**config.mk**
```make
export PLATFORM = sky130hd
export DESIGN_NAME = gfm_switch_ctrl
export DESIGN_NICKNAME = d
export VERILOG_FILES = /design/src/rtl/gfm_pkg.sv /design/src/rtl/gfm_edge_sync.sv /design/src/rtl/gfm_switch_ctrl.sv
export SDC_FILE = /design/constraint.sdc
export NUM_CORES = 1
export LEC_CHECK = 0
export ABC_CLOCK_PERIOD_IN_PS = 5630
export CORE_ASPECT_RATIO = 1.2
export CORE_MARGIN = 5
export CORE_UTILIZATION = 64
export DETAILED_ROUTE_END_ITERATION = 8
export HOLD_SLACK_MARGIN = 0.02
export PLACE_DENSITY = 0.85
export SLEW_MARGIN = 15
export SYNTH_ARGS = -nofsm -noshare
export SYNTH_HDL_FRONTEND = slang
export SYNTH_SLANG_ARGS = --single-unit
```
**constraint.sdc**
```tcl
create_clock -name clk -period 5.63 [get_ports clk]
set_input_delay 0.8445 -clock clk [delete_from_list [all_inputs] [get_ports clk]]
set_output_delay 0.8445 -clock clk [all_outputs]
set_load 0.01 [all_outputs]
```
**src/rtl/gfm_pkg.sv**
```systemverilog
`default_nettype none
// +----------------------------------------------------------------------+
// | gfm_pkg : shared types and constants for glitch-free mux control     |
// | Revision: 1.0                                                        |
// +----------------------------------------------------------------------+
package gfm_pkg;

  typedef enum logic [1:0] {
    IDLE   = 2'd0,
    SETTLE = 2'd1,
    VERIFY = 2'd2,
    REVERT = 2'd3
  } gfm_state_e;

  localparam logic GFM_SEL_CLK1 = 1'b1;
  localparam logic GFM_SEL_CLK2 = 1'b0;

  // One counter width serves the settle, edge and timeout counters.
  function automatic int gfm_cnt_width(input int a, input int b);
    return $clog2(((a > b) ? a : b) + 1);
  endfunction

endpackage
`default_nettype wire

```
**src/rtl/gfm_edge_sync.sv**
```systemverilog
`default_nettype none
// +----------------------------------------------------------------------+
// | gfm_edge_sync : 2-flop synchronizer plus rising-edge detect          |
// | Revision: 1.0                                                        |
// +----------------------------------------------------------------------+
module gfm_edge_sync (
  input  logic clk,
  input  logic rstn,
  input  logic d_i,
  output logic rise_o
);

  logic [1:0] sync_q;
  logic       dly_q;

  always_ff @(posedge clk or negedge rstn) begin
    if (!rstn) begin
      sync_q <= 2'b00;
      dly_q  <= 1'b0;
    end else begin
      sync_q <= {sync_q[0], d_i};
      dly_q  <= sync_q[1];
    end
  end

  assign rise_o = sync_q[1] & ~dly_q;

endmodule
`default_nettype wire

```
**src/rtl/gfm_switch_ctrl.sv**
```systemverilog
`default_nettype none
// +----------------------------------------------------------------------+
// | gfm_switch_ctrl : drives mux select and confirms each clock switch   |
// | Revision: 1.0                                                        |
// +----------------------------------------------------------------------+
module gfm_switch_ctrl
  import gfm_pkg::*;
#(
  parameter int SETTLE_CYCLES = 16,
  parameter int LOCK_EDGES    = 4,
  parameter int TIMEOUT       = 256
) (
  input  logic clk,
  input  logic rstn,
  input  logic req_valid,
  input  logic req_sel,
  output logic req_ready,
  input  logic mon_clk,
  output logic select,
  output logic active_sel,
  output logic busy,
  output logic done_pulse,
  output logic fail_pulse,
  output logic fault,
  output logic clk_lost
);

  localparam int            CW          = gfm_cnt_width(SETTLE_CYCLES, TIMEOUT);
  localparam logic [CW-1:0] SETTLE_LAST = CW'(SETTLE_CYCLES - 1);
  localparam logic [CW-1:0] TMO_MAX     = CW'(TIMEOUT);
  localparam logic [CW-1:0] EDGE_MAX    = CW'(LOCK_EDGES);
  localparam logic [CW-1:0] ONE         = CW'(1);

  gfm_state_e    state_q, state_d;
  logic [CW-1:0] settle_q, settle_d;
  logic [CW-1:0] edge_q, edge_d;
  logic [CW-1:0] tmo_q, tmo_d;
  logic          select_q, select_d;
  logic          active_q, active_d;
  logic          done_q, done_d;
  logic          fail_q, fail_d;
  logic          fault_q, fault_d;
  logic          lost_q, lost_d;
  logic          ready_q, busy_q;

  logic          mon_rise;
  logic          accept;
  logic [CW-1:0] edge_inc;
  logic [CW-1:0] tmo_inc;

  gfm_edge_sync u_mon_sync (
    .clk    (clk),
    .rstn   (rstn),
    .d_i    (mon_clk),
    .rise_o (mon_rise)
  );

  assign accept   = req_valid & ready_q;
  assign edge_inc = (mon_rise && (edge_q != EDGE_MAX)) ? edge_q + ONE : edge_q;
  assign tmo_inc  = (tmo_q != TMO_MAX) ? tmo_q + ONE : tmo_q;

  always_comb begin
    state_d  = state_q;
    settle_d = settle_q;
    edge_d   = edge_q;
    tmo_d    = tmo_q;
    select_d = select_q;
    active_d = active_q;
    done_d   = 1'b0;
    fail_d   = 1'b0;
    fault_d  = fault_q;
    lost_d   = lost_q;

    case (state_q)
      IDLE: begin
        // Idle reuses the timeout counter as the loss-of-clock monitor.
        if (mon_rise) begin
          tmo_d  = '0;
          lost_d = 1'b0;
        end else begin
          tmo_d = tmo_inc;
          if (tmo_inc == TMO_MAX) begin
            lost_d  = 1'b1;
            fault_d = 1'b1;
          end
        end
        if (accept) begin
          if (req_sel != active_q) begin
            state_d  = SETTLE;
            select_d = req_sel;
            settle_d = '0;
            edge_d   = '0;
            tmo_d    = '0;
          end else begin
            done_d = 1'b1;
          end
        end
      end

      SETTLE: begin
        edge_d = '0;
        tmo_d  = '0;
        if (settle_q == SETTLE_LAST) begin
          state_d  = VERIFY;
          settle_d = '0;
        end else begin
          settle_d = settle_q + ONE;
        end
      end

      VERIFY: begin
        edge_d = edge_inc;
        tmo_d  = tmo_inc;
        // Lock is tested first so a coincident final edge beats the timeout.
        if (edge_inc == EDGE_MAX) begin
          state_d  = IDLE;
          active_d = select_q;
          done_d   = 1'b1;
          fault_d  = 1'b0;
          lost_d   = 1'b0;
          edge_d   = '0;
          tmo_d    = '0;
        end else if (tmo_inc == TMO_MAX) begin
          state_d  = REVERT;
          select_d = active_q;
          fail_d   = 1'b1;
          fault_d  = 1'b1;
          settle_d = '0;
        end
      end

      REVERT: begin
        edge_d = '0;
        tmo_d  = '0;
        if (settle_q == SETTLE_LAST) begin
          state_d  = IDLE;
          settle_d = '0;
        end else begin
          settle_d = settle_q + ONE;
        end
      end

      default: begin
        state_d = IDLE;
      end
    endcase
  end

  always_ff @(posedge clk or negedge rstn) begin
    if (!rstn) begin
      state_q  <= IDLE;
      settle_q <= '0;
      edge_q   <= '0;
      tmo_q    <= '0;
      select_q <= GFM_SEL_CLK2;
      active_q <= GFM_SEL_CLK2;
      done_q   <= 1'b0;
      fail_q   <= 1'b0;
      fault_q  <= 1'b0;
      lost_q   <= 1'b0;
      ready_q  <= 1'b0;
      busy_q   <= 1'b0;
    end else begin
      state_q  <= state_d;
      settle_q <= settle_d;
      edge_q   <= edge_d;
      tmo_q    <= tmo_d;
      select_q <= select_d;
      active_q <= active_d;
      done_q   <= done_d;
      fail_q   <= fail_d;
      fault_q  <= fault_d;
      lost_q   <= lost_d;
      ready_q  <= (state_d == IDLE);
      busy_q   <= (state_d != IDLE);
    end
  end

  assign req_ready  = ready_q;
  assign busy       = busy_q;
  assign select     = select_q;
  assign active_sel = active_q;
  assign done_pulse = done_q;
  assign fail_pulse = fail_q;
  assign fault      = fault_q;
  assign clk_lost   = lost_q;

endmodule
`default_nettype wire

```
== Word-level counts from Yosys, hierarchy flattened ==
Cells that the tools add are included.
Word-level totals
  register bits after elaboration: 40
  bits in latches: 0
  output and inout bits: 8
  memory bits (read-only): 0
  memory bits (writable): 0
  memories: 0
  input port bits: 5
Operators by class
  shifts and indexed selects: 0
  multiply operators: 0
  $add $sub $neg: 3
  divide/modulo/power cells: 0
  multiplexer cells: 42
  reduce and logical (&&, ||, !) cells: 12
  bitwise gates (word level): 3
  magnitude comparators: 0
  eq/ne operators: 16
Operators with widths (number)
  $mux W9: 12
  $pmux W9 S3: 3
  $add A9 B1 Y9 const B: 3
  $mux W1: 16
  $mux W2: 6
  $ne A2 B2 Y1 const B: 6
  $eq A9 B3 Y1 const B: 1
  $eq A9 B4 Y1 const B: 1
  $eq A9 B9 Y1 const B: 1
  $ne A9 B3 Y1 const B: 1
  $ne A9 B9 Y1 const B: 1
  $pmux W1 S2: 4
  $pmux W2 S4: 1
  $reduce_and A2 Y1: 3
  $reduce_and A5 Y1: 1
  $eq A2 B2 Y1 const B: 2
  $logic_not A2 Y1: 2
  $reduce_and A4 Y1: 1
  $reduce_bool A2 Y1: 2
  $ne A3 B3 Y1 const B: 1
  $reduce_and A3 Y1: 1
  $and A1 B1 Y1: 2
  $eq A2 B1 Y1 const B: 1
  $reduce_or A2 Y1: 1
  3 further kinds: 3

== Depth between registers and ports, before layout ==
  depth in word-level cells: 8
  depth in mapped cells: 9
  gate-level depth less buffers: 8

== Modules after synthesis ==
From an unflattened synthesis, not the netlist that was laid out.
Second synthesis, totals
  cell total of the unflattened synthesis: 244
  area total of the unflattened synthesis: 2338.5 um^2
Modules (own cells, without submodules)
  gfm_switch_ctrl: area an instance 2249.7 um^2, instances 1, cells an instance 240
  gfm_edge_sync: area an instance 88.8 um^2, instances 1, cells an instance 4

== Least setup slack after synthesis ==
No wires, ideal clock.
  path type: reg-to-reg
  from: register edge_q[0]
  to: register active_q (netlist: active_sel)
  stages on the path, launching flop included: 10
  setup slack: 3.172 ns
  arrival time: 2.333 ns
  path buffers: 1
  required time: 5.505 ns
  clock period less this slack: 2.458 ns
  path through: dfrtp_1 inv_1 ha_1 nor4bb_1 a21oi_1 mux2i_1 or4_1 buf_2 nor2_2 mux2_2
Between the ends
  word-level cells in the longest chain between the ends: 5
RTL lines
  start: declaration: line gfm_switch_ctrl.sv:36  | logic [CW-1:0] edge_q, edge_d;
  start signal: assignment: line gfm_switch_ctrl.sv:166  | edge_q <= edge_d;
  parallel branches: the longest is 2 deep, another holds $add A9 B1 Y9
  $mux W9 (*): line gfm_switch_ctrl.sv:59  | assign edge_inc = (mon_rise && (edge_q != EDGE_MAX)) ? edge_q + ONE : edge_q;
  $eq A9 B3 Y1 (*): line gfm_switch_ctrl.sv:115  | if (edge_inc == EDGE_MAX) begin
  $reduce_and A2 Y1 (no line) (*)
  end signal: assignment: line gfm_switch_ctrl.sv:169  | active_q <= active_d;
  end: declaration: line gfm_switch_ctrl.sv:39  | logic active_q, active_d;
Every way passes the cells marked *.
A chain may end at the register's enable or synchronous reset.

== Final worst setup path ==
Ends and elaborated chain as after synthesis.

==> flow_summary.ini <==
[die]
rows = 24
die_w_um = 65.3
start_util = 0.652
ios = 13
die_y_um = 76.4
core-area_um2 = 3600
die_area_um2 = 4990

[setup_path]
slowest_stage = or4_1
r2r-start = edge_q[0]
startpoint = edge_q[0]
path_class = register to register
worstPathRequired_ns = 5.81
worst_setup_path_start_kind = register
slowest_delay_ns = 0.75
path_cells = ha_1 -> nand3b_1 -> nor3_1 -> xor2_1 -> or4_1 -> nor2_2 -> mux2_2
worstPathArrival_ns = 3.02
cp_max_fo = 7
end_kind = register

[routing]
first_pass_iters = 4
drt_iter0_drc = 76
vias = 1969
post_drt_wl_per_cell_um = 16.2
routed_wl_um = 4890
drc = 0
viasPerCell = 6.52
ant_nets = 0

[worst_hold_path]
hold_start = u_mon_sync.sync_q[0]
min_path_type = register to register

[clock_tree]
holdBufCountCts = 0
worstSkewPairLatency_ns = 0.29
cts_resized = 0
cts_tree = done
cts-root-buf = clkbuf_8
numCtsBuffers = 5
cts.sinks = 40
clkTransAtPathRegs_ns = 0.07
htreeDepth = 2
clockBufferDepth = 2
cts_setup_buffers = 0

[synthesis]
muxShareOfSynthArea = 0.0133
synth_top_area_frac = 0.426
syn_nets = 268
synth_fa_ha_area_frac = 0.0266
yosysWarnings = 0
synthCells = 258
synth_edf_count = 0
synth-async-reset-ratio = 1.00
ys_ff_latch = 40
synth-compound-area-share = 0.205
yosys.area_share.simple = 0.231
synthTopCellsByArea = dfrtp_1, nor2_1, a21oi_1, xor2_1, o21ai_0
synth_xor_area_frac = 0.0485
yosysSeqAreaShare = 0.426
avgSynthCellArea_um2 = 9.10
synth_top_family_by_area = simple AND/OR/NAND/NOR gates
ys_types = 57
synth_ff_type = dfrtp_1
netlist_area_um2 = 2350
synth_top_area_cell = dfrtp_1

[finish]
num-fill-cells = 295
regArea_um2 = 1000
areaGrowthSynthToFinish_pct = 7.99
final_cell_mix = dfrtp_1, nor2_1, a21oi_1
fin_nets = 272
multi_input_area_um2 = 1230
final_common_cell = dfrtp_1
drive_gt1_frac = 0.0608
diodes = 0

[sta]
fmax_mhz = 352
timing.slew.headroom = 0.344
setup_ws_ns = 2.79
worstMarginPinSlew_ns = 0.981
final_hold_viol_count = 0
rsz0062_at_grt = false
setup-tns-final_ns = 0
min_period_ns = 2.84
drv_slew = 0
final.setup_skew_ns = 0.00355
setup_viol = 0
finalCritPeriodShare = 0.504

[placement]
place_ws_ns = 2.85
port_buffers = 12
place.gp.congestion = 0.870
dpl.hpwl_um = 3530

[global_route]
grt_max_degree = 41
grt_pass1_vias = 1820
antenna_found_initial = 0
grt_pass1_wl_um = 8450
overflow = 0
gr-usage-all-layers = 0.217

[power]
ir_drop_v = 0.000239
p_leak_nw = 1.12
powerDensity_nw_per_um2 = 336

[status]
outcome = finished clean

[job]
maxCapViolCount = 0
## routing by layer
| metal | up-vias | global-route usage | routed length, µm |
|---|---|---|---|
| met4 | 0 | 0.0726 | 97 |
| met5 | - | 0 | 0 |
| met3 | 9 | 0.0605 | 191 |
| li1 | 939 | - | - |
| met2 | 58 | 0.344 | 2430 |
| met1 | 963 | 0.284 | 2180 |
## path summary, 6_finish.rpt
check                           depth (start not counted)  slack, ns              endpoint
max in group asynchronous                               1       4.43             edge_q[0]
worst max-delay path                                    7       2.79            active_sel
min in group asynchronous                               1       0.66           settle_q[2]
worst min register to register                          0       0.36  u_mon_sync.sync_q[1]
worst max register to register                          7       2.79            active_sel
worst min-delay path                                    0       0.36  u_mon_sync.sync_q[1]
## synthesized netlist by cell type, types with 2 or more instances
cell / number
dfrtp_1: 40
nor2_1: 29
a21oi_1: 17
inv_1: 13
nand2_1: 13
o21ai_0: 13
nand3_1: 11
nor3_1: 10
buf_2: 8
xor2_1: 8
clkbuf_1: 7
nand4_1: 7
and3_1: 6
a31oi_1: 5
ha_1: 5
nand2b_1: 5
xnor2_1: 5
a22oi_1: 3
or4_1: 3
a211oi_1: 2
a22o_1: 2
and2_1: 2
mux2i_1: 2
nor2b_1: 2
nor4b_1: 2
o211a_1: 2
o211ai_1: 2
o21a_1: 2
o21ai_1: 2
o41ai_1: 2
or3_1: 2
## power breakdown
part,internal [mW],leakage [nW],total [mW],switching [mW]
clock network,0.0998,0.0455,0.192,0.0918
logic,0.109,0.539,0.278,0.168
registers,0.328,0.536,0.383,0.0550
## flip-flops by register name, summed over array words and instances, names as in the netlist
signal / cells
select: 1
fault: 1
state_q: 2
busy: 1
u_mon_sync.sync_q: 2
done_pulse: 1
settle_q: 9
tmo_q: 9
u_mon_sync.dly_q: 1
req_ready: 1
edge_q: 9
clk_lost: 1
active_sel: 1
fail_pulse: 1
## worst max-delay path: cells and delay by family, from the launching register on
family | cells | cell delay (ns)
flops | 1 | 0.43
simple gates | 4 | 1.49
mux | 1 | 0.34
fa+ha+maj | 1 | 0.24
xor+xnor | 1 | 0.22
## stage by stage
| stage | power [mW] | std cells | hold WS [ns] | util | area [µm²] |
|---|---|---|---|---|---|
| 2_1_floorplan | 0.580 | 258 | 0.331 | - | 2350 |
| 3_3_place_gp | 0.657 | 294 | 0.335 | 0.679 | 2450 |
| 3_5_place_dp | 0.666 | 294 | 0.349 | 0.679 | 2450 |
| 4_1_cts | 0.855 | 302 | 0.366 | 0.704 | 2540 |
| 5_1_grt | 0.910 | 302 | 0.391 | 0.704 | 2540 |
| 6_report | 0.852 | 302 | 0.361 | 0.704 | 2540 |
## area by class of cell
class | instances | area share
Inverter | 13 | 0.0192
Sequential cell | 40 | 0.395
Tap cell | 39 | 0.0192
Timing Repair Buffer | 12 | 0.0454
Multi-Input combinational cell | 190 | 0.486
Clock buffer | 8 | 0.0355
## cell families (layout without fill, tap and decap cells)
| family | Yosys count | in the layout |
|---|---|---|
| adder cells (fa/ha/maj) | 5 | 5 |
| multiplexers | 3 | 3 |
| flip-flops | 40 | 40 |
| buffers and inverters | 28 | 33 |
| AO/OA/AOI/OAI | 68 | 68 |
| AND/OR/NAND/NOR | 101 | 101 |
| XOR/XNOR | 13 | 13 |
Note: power is estimated with default switching activity, not from simulation.
